==> config.mk <==
export PLATFORM = sky130hd
export DESIGN_NAME = traffic_light_fsm
export DESIGN_NICKNAME = d
export VERILOG_FILES = /design/src/rtl/traffic_light_fsm.sv
export SDC_FILE = /design/constraint.sdc
export NUM_CORES = 1
export LEC_CHECK = 0
export BUFFER_PORTS_ARGS = -buffer_cell sky130_fd_sc_hd__buf_2
export CAP_MARGIN = 10
export CORE_MARGIN = 2
export CORE_UTILIZATION = 53
export CTS_CLUSTER_DIAMETER = 80
export CTS_CLUSTER_SIZE = 8
export DETAILED_ROUTE_END_ITERATION = 7
export GPL_TIMING_DRIVEN = 0
export PLACE_DENSITY = 0.71
export SYNTH_ARGS = -nofsm -noshare
export SYNTH_HDL_FRONTEND = slang
export SYNTH_SLANG_ARGS = --single-unit
==> constraint.sdc <==
create_clock -name clk100M -period 12 [get_ports clk100M]
set_input_delay 0.6 -clock clk100M [delete_from_list [all_inputs] [get_ports clk100M]]
set_output_delay 0.6 -clock clk100M [all_outputs]
set_load 0.02 [all_outputs]
==> src/rtl/traffic_light_fsm.sv <==
// Two-road traffic-light controller: NS/EW green/yellow/red cycling paced by a 1 s strobe,
// a two-digit BCD countdown display, and a flashing-yellow night mode.
module traffic_light_fsm #(
  parameter int unsigned T_GREEN  = 25,
  parameter int unsigned T_YELLOW = 5
) (
  input  logic       clk100M,
  input  logic       rst,
  input  logic       tick_1s,
  input  logic       night,
  output logic [2:0] ns_light,
  output logic [2:0] ew_light,
  output logic [3:0] cnt_tens,
  output logic [3:0] cnt_ones,
  output logic       div_clr
);

  typedef enum logic [2:0] {NS_G, NS_Y, EW_G, EW_Y, NIGHT} state_e;

  localparam logic [6:0] GREEN_LEN  = 7'(T_GREEN);
  localparam logic [6:0] YELLOW_LEN = 7'(T_YELLOW);
  localparam logic [3:0] GREEN_TENS = 4'(T_GREEN / 10);
  localparam logic [3:0] GREEN_ONES = 4'(T_GREEN % 10);

  localparam logic [2:0] L_RED    = 3'b100;
  localparam logic [2:0] L_YELLOW = 3'b010;
  localparam logic [2:0] L_GREEN  = 3'b001;

  state_e     state_q, state_d;
  logic [6:0] cnt_q, cnt_d;
  logic       blink_q, blink_d;
  logic       clr_q, clr_d;
  logic [2:0] ns_q, ns_d, ew_q, ew_d;
  logic [3:0] tens_q, tens_d, ones_q, ones_d;

  // Split 0..99 into BCD digits by repeated subtraction of ten.
  function automatic logic [7:0] to_bcd(input logic [6:0] value);
    logic [6:0] rem;
    logic [3:0] tens;
    rem  = value;
    tens = 4'd0;
    for (int i = 0; i < 9; i++) begin
      if (rem >= 7'd10) begin
        rem  = rem - 7'd10;
        tens = tens + 4'd1;
      end
    end
    return {tens, rem[3:0]};
  endfunction

  // NOTE: combinational next-state logic uses blocking assignments with a default
  // for every target first, so no latch can be inferred; state registers use <=.
  always_comb begin
    state_d = state_q;
    cnt_d   = cnt_q;
    blink_d = blink_q;
    clr_d   = 1'b0;

    if (state_q == NIGHT) begin
      if (!night) begin
        state_d = NS_G;
        cnt_d   = GREEN_LEN;
        blink_d = 1'b0;
        clr_d   = 1'b1;
      end else if (tick_1s) begin
        blink_d = ~blink_q;
      end
    end else if (night) begin
      state_d = NIGHT;
      cnt_d   = 7'd0;
      blink_d = 1'b0;
    end else if (tick_1s) begin
      if (cnt_q == 7'd1) begin
        case (state_q)
          NS_G:    begin state_d = NS_Y; cnt_d = YELLOW_LEN; end
          NS_Y:    begin state_d = EW_G; cnt_d = GREEN_LEN;  end
          EW_G:    begin state_d = EW_Y; cnt_d = YELLOW_LEN; end
          default: begin state_d = NS_G; cnt_d = GREEN_LEN;  end
        endcase
      end else begin
        cnt_d = cnt_q - 7'd1;
      end
    end
  end

  // Outputs are decoded from the next state so the registered lights and digits
  // change on the same edge as the state itself.
  always_comb begin
    case (state_d)
      NS_G:    begin ns_d = L_GREEN;  ew_d = L_RED;    end
      NS_Y:    begin ns_d = L_YELLOW; ew_d = L_RED;    end
      EW_G:    begin ns_d = L_RED;    ew_d = L_GREEN;  end
      EW_Y:    begin ns_d = L_RED;    ew_d = L_YELLOW; end
      NIGHT:   begin ns_d = {1'b0, blink_d, 1'b0}; ew_d = {1'b0, blink_d, 1'b0}; end
      default: begin ns_d = L_RED;    ew_d = L_RED;    end
    endcase
    {tens_d, ones_d} = to_bcd(cnt_d);
  end

  always_ff @(posedge clk100M) begin
    if (rst) begin
      state_q <= NS_G;
      cnt_q   <= GREEN_LEN;
      blink_q <= 1'b0;
      clr_q   <= 1'b1;
      ns_q    <= L_GREEN;
      ew_q    <= L_RED;
      tens_q  <= GREEN_TENS;
      ones_q  <= GREEN_ONES;
    end else begin
      state_q <= state_d;
      cnt_q   <= cnt_d;
      blink_q <= blink_d;
      clr_q   <= clr_d;
      ns_q    <= ns_d;
      ew_q    <= ew_d;
      tens_q  <= tens_d;
      ones_q  <= ones_d;
    end
  end

  assign ns_light = ns_q;
  assign ew_light = ew_q;
  assign cnt_tens = tens_q;
  assign cnt_ones = ones_q;
  assign div_clr  = clr_q;

endmodule

== After elaboration in Yosys (flattened, before gate mapping) ==
Index checks and enable logic that the tools add are counted.

* Eq/ne operators: 8
* $add $sub $neg: 18
* Magnitude comparators: 9
* Multiplexer cells: 38
* Bitwise operators: 1
* Multiply operators: 0
* Div/mod/pow operators: 0
* Reductions and logical operators: 3
* Shifts and indexed selects: 0

{| class="wikitable"
|+ Operators by type and width
! kind !! count
|-
| $mux W7 || 13
|-
| $ge A7 B4 Y1 const B || 9
|-
| $sub A7 B4 Y7 const B || 8
|-
| $mux W4 || 9
|-
| $add A4 B1 Y4 const B || 8
|-
| $pmux W3 S3 || 2
|-
| $mux W3 || 5
|-
| $eq A3 B2 Y1 const B || 3
|-
| $eq A7 B1 Y1 const B || 1
|-
| $mux W1 || 7
|-
| $sub A7 B1 Y7 const B || 1
|-
| $eq A3 B1 Y1 const B || 2
|-
| $eq A3 B3 Y1 const B || 2
|-
| $logic_not A3 Y1 || 2
|-
| $pmux W2 S3 || 1
|-
| $mux W5 || 1
|-
| $sub A4 B4 Y4 const B || 1
|-
| $reduce_or A2 Y1 || 1
|-
| $not A1 Y1 || 1
|}

* Memories: 0
* ROM bits: 0
* Bits in writable memories: 0
* Flip-flop bits (word level): 26
* Input bits: 4
* Bits in latches: 0

== Longest topological paths before layout ==
Gate-level depths: netlist of the first run.

* Depth after elaboration: 25
* Gate-level depth with buffers: 50
* Gate-level depth less buffers: 47

== Worst setup path after synthesis of the first run ==
Ideal clock, no wire load.

* Path kind: input port to flip-flop
* Start point: input tick_1s
* End point: register tens_q[3] (netlist: cnt_tens[3])
* Required time: 11.879 ns
* Arrival time: 9.598 ns
* Path slack: 2.280 ns
* Stages on the path: 47
* Cell sequence: clkbuf_1 or3b_2 mux2_2 and2_1 clkbuf_1 ha_1 clkbuf_1 inv_1 nor2_1 a211o_1 nand2_1 inv_2 o21ai_0 ha_1 nand3_2 nand4_2 clkinv_1 xnor2_1 [11 not listed] a2111oi_1 ha_1 nand2_1 o31ai_1 a21oi_1 buf_6 xnor2_1 ha_1 nand2_1 o32ai_2 a21oi_1 mux2_2 ha_1 inv_1 a2111oi_4 nand2_2 a22oi_2 mux2_4

* Longest elaborated chain between the ends: 21
* Elaborated cells between the ends (all ways): 45

{| class="wikitable"
|+ RTL lines
! item !! RTL line !! RTL
|-
| from (decl) || 9 || <nowiki>input logic tick_1s,</nowiki>
|-
| $mux W7 (*) || 72 || <nowiki>end else if (tick_1s) begin</nowiki>
|-
| $mux W7 (*) || 68 || <nowiki>end else if (night) begin</nowiki>
|-
| $mux W7 (*) || 59 || <nowiki>if (state_q == NIGHT) begin</nowiki>
|-
| $sub A7 B4 Y7 or $ge A7 B4 Y1 (tied branches) || 44, 43 ||
|-
| $mux W7 or $mux W1 (tied branches) || 43 || <nowiki>if (rem >= 7'd10) begin</nowiki>
|-
| $sub A7 B4 Y7 (tied with other cells) || 44 || <nowiki>rem = rem - 7'd10;</nowiki>
|-
| $mux W7 or $mux W4 (tied branches) || 43 ||
|-
| $sub A7 B4 Y7 (tied with other cells) || 44 ||
|-
| [5 not listed] || -- ||
|-
| $sub A7 B4 Y7 (tied with other cells) || 44 ||
|-
| $mux W7 or $mux W4 (tied branches) || 43 ||
|-
| $sub A7 B4 Y7 (tied with other cells) || 44 ||
|-
| $mux W7 or $mux W4 (tied branches) || 43 ||
|-
| $sub A7 B4 Y7 (tied with other cells) || 44 ||
|-
| $mux W7 or $mux W4 (tied branches) || 43 ||
|-
| $ge A7 B4 Y1 or $add A4 B1 Y4 (tied branches) || 43, 45 ||
|-
| $mux W4 (*) || 43 ||
|-
| to (signal assigned) || 117 || <nowiki>tens_q <= tens_d;</nowiki>
|-
| to (decl) || 34 || <nowiki>logic [3:0] tens_q, tens_d, ones_q, ones_d;</nowiki>
|}

Mark *: on every way between the ends. The rest lies on a longest branch, timed or not.
A chain may end at the register's enable or synchronous reset.

== Final worst setup path of the first run ==
Ends and elaborated chain as after synthesis.

==> results.py, run 1 <==
metrics = {
    "sta": {
        "fin_skew_ns": 0.00377,
        "tightest_slew_ns": 0.778,
        "max_slew_margin_pct": 46.8,
        "max_freq_ghz": 0.0910,
        "whs_ns": 0.580,
        "rsz0062_at_grt": "no",
        "fin_crit_sh_pct": 91.6,
        "hold_viol_final": 0,
        "min_period_ns": 10.99,
        "setup_ws_ns": 1.01,
        "drv_slew": 0,
        "setup_viol": 0,
        "finalSetupTns_ns": 0,
    },
    "finish": {
        "fillers": 639,
        "n_antenna_cell": 0,
        "fin_cells": 570,
        "syn_to_final_growth_pct": 6.63,
        "layout-drive-gt1-share_pct": 19.4,
        "layout.nets": 512,
    },
    "synthesis": {
        "yosys.area.top_type_share_pct": 13.6,
        "ys_top_cells_by_count": "nand2_1 (42), nor2_1 (40), dfxtp_1 (25)",
        "yosysWarnings": 0,
        "yosysSeqAreaShare_pct": 13.6,
        "syn_area_um2": 3680,
        "synth_cell_types": 98,
        "async_reset_ff_share_pct": 0,
        "synth-edff-count": 0,
        "syn_inst": 468,
        "yosys_register_bits": 25,
        "synthesis.nets": 489,
        "yosysMostFrequentCell": "nand2_1",
        "synth_area_leader_cell": "dfxtp_1",
        "avgSynthCellArea_um2": 7.86,
        "ys_top_cells_by_area": "dfxtp_1 (14%), ha_1 (5.8%), nand2_1 (4.3%)",
        "synthFlopType": "dfxtp_1",
    },
    "run_status": {
        "status": "complete, no violations",
    },
    "die": {
        "die_x_um": 87.3,
        "rows": 30,
        "dieHeight_um": 87.3,
        "initial_core_util_pct": 54.4,
        "core-area_um2": 6760,
        "die-area_um2": 7620,
        "io_pins": 19,
    },
    "global_routing": {
        "grt_pass1_vias": 3384,
        "track_usage_pct": 23.7,
        "grt_first_pass_wirelength_um": 15200,
        "grt-ovfl-total": 0,
        "grt_max_degree": 16,
        "antenna_found_initial": 0,
    },
    "clock_network": {
        "clock_path_buffers": 2,
        "cts_buffers": 3,
        "cts.htree.levels": 1,
        "cts_root_buffer": "clkbuf_8",
        "ctsHoldBuffers": 0,
        "cts_tree": "built",
        "cts_sinks": 25,
        "cts.clk_slew.worst_paths_ns": 0.09,
        "clock_latency_ns": 0.27,
        "cts_setup_buffers": 0,
        "postCtsResizedCells": 0,
    },
    "critical_path": {
        "crit_top_cell": "ha_1",
        "slowest_stage": "or3b_2",
        "arrival_ns": 11.17,
        "path_max_fanout": 10,
        "critical_path.startpoint_type": "primary input",
        "slowest_delay_ns": 0.51,
        "crit_type": "primary input to flip-flop",
        "critPathTopFamily": "compound AO/OA/AOI/OAI gates",
        "cp.required_ns": 12.17,
        "critPathBufInv": 10,
        "crit_path_end_kind": "flip-flop",
    },
    "placed_design": {
        "place_congestion": 0.905,
        "numPortBuffers": 18,
        "place_hpwl_um": 6900,
        "dp_slack_ns": 0.673,
        "dp_cells": 566,
    },
    "flow_run": {
        "cap_violations": 0,
    },
    "route": {
        "vias": 3629,
        "viasPerCell": 6.37,
        "ant_nets": 0,
        "drt-pass1-iter-count": 4,
        "wire_per_inst_um": 15.6,
        "drt_first_iter_violations": 174,
        "drc": 0,
        "routed_wl_um": 8870,
    },
    "min_path": {
        "hp-class": "primary input to flip-flop",
    },
}
==> cell families after synthesis <==
kind of cell               after synthesis  share of synthesized area (%)
adders and majority gates               17                           5.78
DFF                                     25                           13.6
muxes                                   19                           5.85
xor gates and xnor gates                30                           7.72
buffers and inverters                   46                           6.09
and+or+nand+nor                        194                           29.3
AOI/OAI and AO/OA                      137                           31.6
==> registers in the layout, indices dropped and copies added, names as in the netlist <==
| register | cells |
|---|---|
| cnt_ones | 3 |
| state_q | 3 |
| cnt_tens | 4 |
| div_clr | 1 |
| ew_light | 3 |
| blink_q | 1 |
| ns_light | 3 |
| cnt_q | 7 |
==> path summary, 6_finish.rpt <==
kind / start / to / slack [ns] / cells after the start
max reg2reg: cnt_q[0] / cnt_tens[3] / 1.06 / 48
min reg2reg: state_q[2] / ew_light[0] / 0.58 / 2
max: tick_1s / cnt_tens[3] / 1.01 / 48
min: rst / state_q[0] / 0.58 / 2
==> layer usage <==
layer,vias to the layer above,global-route usage [%],wire [µm]
li1,1827,-,-
met1,1692,31.5,4160
met2,92,40.4,4170
met3,18,1.33,334
met4,0,8.39,210
met5,-,0,0
==> worst reg2reg max path: cells and delay by family, from the launching register on <==
kind | cells | cell delay [ns]
simple gates | 11 | 1.55
compound gates | 16 | 4.05
mux | 3 | 1.00
xor+xnor | 3 | 0.95
buf+inv | 8 | 1.22
fa+ha+maj | 7 | 1.62
flops | 1 | 0.47
==> cell usage in the layout, fill, tap and decap left out, types with 10 or more instances in the layout <==
cell | Yosys | final
a21oi_1 | 23 | 23
and3_1 | 10 | 10
buf_2 | 5 | 23
clkbuf_1 | 12 | 12
dfxtp_1 | 25 | 25
ha_1 | 17 | 17
inv_1 | 18 | 18
nand2_1 | 42 | 42
nand3_1 | 13 | 13
nand4_1 | 10 | 10
nor2_1 | 40 | 40
nor3_1 | 14 | 14
o21ai_0 | 16 | 16
xnor2_1 | 17 | 17
xor2_1 | 11 | 11
==> per-stage QoR <==
| step | utilization [%] | cell area [µm²] |
|---|---|---|
| after global routing | 58.0 | 3920 |
| after floorplan | - | 3680 |
| after detailed placement | 57.2 | 3870 |
| final | 58.0 | 3920 |
| after CTS | 58.0 | 3920 |
| after global placement | 57.2 | 3870 |
==> final cells by class <==
class / count / area, µm² / share of cell area, %
plain buffers: 26 / 149 / 3.80
clock buffers: 3 / 41.3 / 1.05
clock inverters: 1 / 7.51 / 0.191
inverters: 20 / 75.1 / 1.91
multi-input cells: 397 / 2960 / 75.4
flip-flops and latches: 25 / 500 / 12.8
well taps: 80 / 100 / 2.55
repair buffers: 18 / 90.1 / 2.30
Power of run 1 is not shown: default switching activity piles up to over one toggle a cycle in this logic, so the estimate is an artifact.
==> inputs of run 2 (changes only) <==
--- a/config.mk
+++ b/config.mk
@@ -13,7 +13,7 @@
 export CTS_CLUSTER_SIZE = 8
 export DETAILED_ROUTE_END_ITERATION = 7
 export GPL_TIMING_DRIVEN = 0
-export PLACE_DENSITY = 0.71
+export PLACE_DENSITY = 0.73
 export SYNTH_ARGS = -nofsm -noshare
 export SYNTH_HDL_FRONTEND = slang
 export SYNTH_SLANG_ARGS = --single-unit
==> constraint.sdc (replaced) <==
create_clock -name clk100M -period 10.1 [get_ports clk100M]
set_input_delay 0.505 -clock clk100M [delete_from_list [all_inputs] [get_ports clk100M]]
set_output_delay 0.505 -clock clk100M [all_outputs]
set_load 0.02 [all_outputs]
==> results.py, run 2 (same netlist as run 1, synthesis figures left out) <==
metrics = {
    "route": {
        "routed_wl_um": 9490,
        "ant_nets": 0,
        "drc": 0,
        "drt-pass1-iter-count": 5,
        "vias": 3810,
        "wire_per_inst_um": 16.1,
        "drt_first_iter_violations": 201,
        "viasPerCell": 6.48,
    },
    "global_routing": {
        "met3_usage_pct": 1.33,
        "met2_usage_pct": 42.8,
        "grt_max_degree": 16,
        "grt-ovfl-total": 0,
        "grt_first_pass_wirelength_um": 15100,
        "antenna_found_initial": 0,
        "grt_pass1_vias": 3433,
        "track_usage_pct": 23.7,
        "met1_usage_pct": 30.5,
        "busiest_layer": "met2",
    },
    "clock_network": {
        "cts_root_buffer": "clkbuf_8",
        "cts.htree.levels": 1,
        "cts_tree": "built",
        "ctsHoldBuffers": 0,
        "clock_latency_ns": 0.27,
        "clock_path_buffers": 2,
        "cts_buffers": 3,
        "cts_sinks": 25,
        "cts.clk_slew.worst_paths_ns": 0.10,
    },
    "critical_path": {
        "slowest_stage": "xnor3_2",
        "crit_path_end_kind": "flip-flop",
        "r2r_start": "cnt_q[0]",
        "rr_worst_depth": 48,
        "slowest_delay_ns": 0.50,
        "ff2ff_setup_slack_ns": 0.49,
        "path_max_fanout": 10,
        "cp.required_ns": 10.27,
        "r2r_end": "cnt_tens[3]",
        "critical_path.startpoint_type": "flip-flop",
        "crit_type": "flip-flop to flip-flop",
        "arrival_ns": 9.79,
    },
    "die": {
        "initial_core_util_pct": 54.4,
        "die_x_um": 87.3,
        "rows": 30,
        "io_pins": 19,
        "core-area_um2": 6760,
        "die-area_um2": 7620,
        "dieHeight_um": 87.3,
    },
    "placed_design": {
        "place_congestion": 0.931,
        "place_hpwl_um": 6740,
        "numPortBuffers": 18,
    },
    "sta": {
        "max_freq_ghz": 0.104,
        "setup_viol": 0,
        "hold_viol_final": 0,
        "max_slew_margin_pct": 36.7,
        "fin_crit_sh_pct": 95.2,
        "drv_slew": 0,
        "tightest_slew_ns": 0.939,
        "min_period_ns": 9.61,
        "fin_skew_ns": 0.00908,
    },
    "finish": {
        "layout_common_cells": "nor2_1 (40), nand2_1 (40), buf_4 (24), dfxtp_1 (24), buf_2 (21)",
        "largest_reg_flops": 7,
        "layout-drive-gt1-share_pct": 27.6,
        "top_register": "cnt_q",
        "syn_to_final_growth_pct": 18.1,
        "fillers": 579,
        "n_antenna_cell": 0,
        "layout.nets": 530,
        "finalCoreUtilization_pct": 64.3,
    },
    "min_path": {
        "hold_depth": 2,
        "min_from": "rst",
        "whs_endpoint": "state_q[0]",
        "hp-class": "primary input to flip-flop",
    },
    "flow_run": {
        "cap_violations": 0,
    },
    "run_status": {
        "status": "complete, no violations",
    },
}
[run 2: changes by cell type in the layout (fill, tap and decap cells not counted), sizes merged]
cell    change
buf        +20
clkbuf      -2
clkinv      -1
inv         +1
[run 2: worst max-delay path by stage]
stage,start,to,depth (start not counted)
floorplan,tick_1s,cnt_tens[3],47
global placement,tick_1s,cnt_tens[3],48
detailed placement,tick_1s,cnt_tens[3],48
CTS,cnt_q[0],cnt_tens[3],48
global route,cnt_q[0],cnt_tens[3],48
finish,cnt_q[0],cnt_tens[3],48
[run 2: what timing repair did]
| item | in CTS | in global routing |
|---|---|---|
| setup buffers | 7 | 14 |
| endpoints found under the setup margin | 7 | 7 |
| gates resized for setup | 25 | 26 |
| pin swaps | 4 | 14 |
[run 2: layout make-up]
class                           instances  area, µm²  area share [%]
Multi-Input combinational cell        397       3210            74.0
Sequential cell                        25        502            11.5
Timing Repair Buffer                   39        251            5.79
Buffer                                 23        149            3.43
Tap cell                               80        100            2.30
Inverter                               20       80.1            1.84
Clock buffer                            3       41.3           0.950
Clock inverter                          1       7.51           0.173
[run 2: critical path: cells and delay by family (launching register included)]
| family | cells | cell delay, ns |
|---|---|---|
| compound gates | 14 | 3.04 |
| fa+ha+maj | 7 | 1.54 |
| buf+inv | 10 | 1.29 |
| simple gates | 10 | 1.24 |
| xor+xnor | 4 | 1.12 |
| mux | 3 | 0.90 |
| flops | 1 | 0.40 |
[run 2: through the flow]
step | hold WS (ns) | instance area, µm² | setup TNS, ns | worst slack [ns] | instances
finish | 0.489 | 4340 | 0 | 0.486 | 588
global route | 0.491 | 4340 | -0.223 | -0.122 | 588
CTS | 0.471 | 4110 | 0 | 0.0328 | 574
detailed placement | 0.565 | 3870 | -5.35 | -1.02 | 566
global placement | 0.560 | 3870 | -4.26 | -0.872 | 566
floorplan | 0.519 | 3680 | 0 | 0.475 | 468
[run 2: routing by layer]
| layer | share of wire (%) | wire length, µm | up-vias |
|---|---|---|---|
| met5 | 0 | 0 | - |
| met1 | 45 | 4270 | 1809 |
| met3 | 3.5 | 329 | 18 |
| met4 | 1.7 | 163 | 0 |
| li1 | - | - | 1864 |
| met2 | 50 | 4730 | 119 |
Power of run 2 is left out for the same reason.
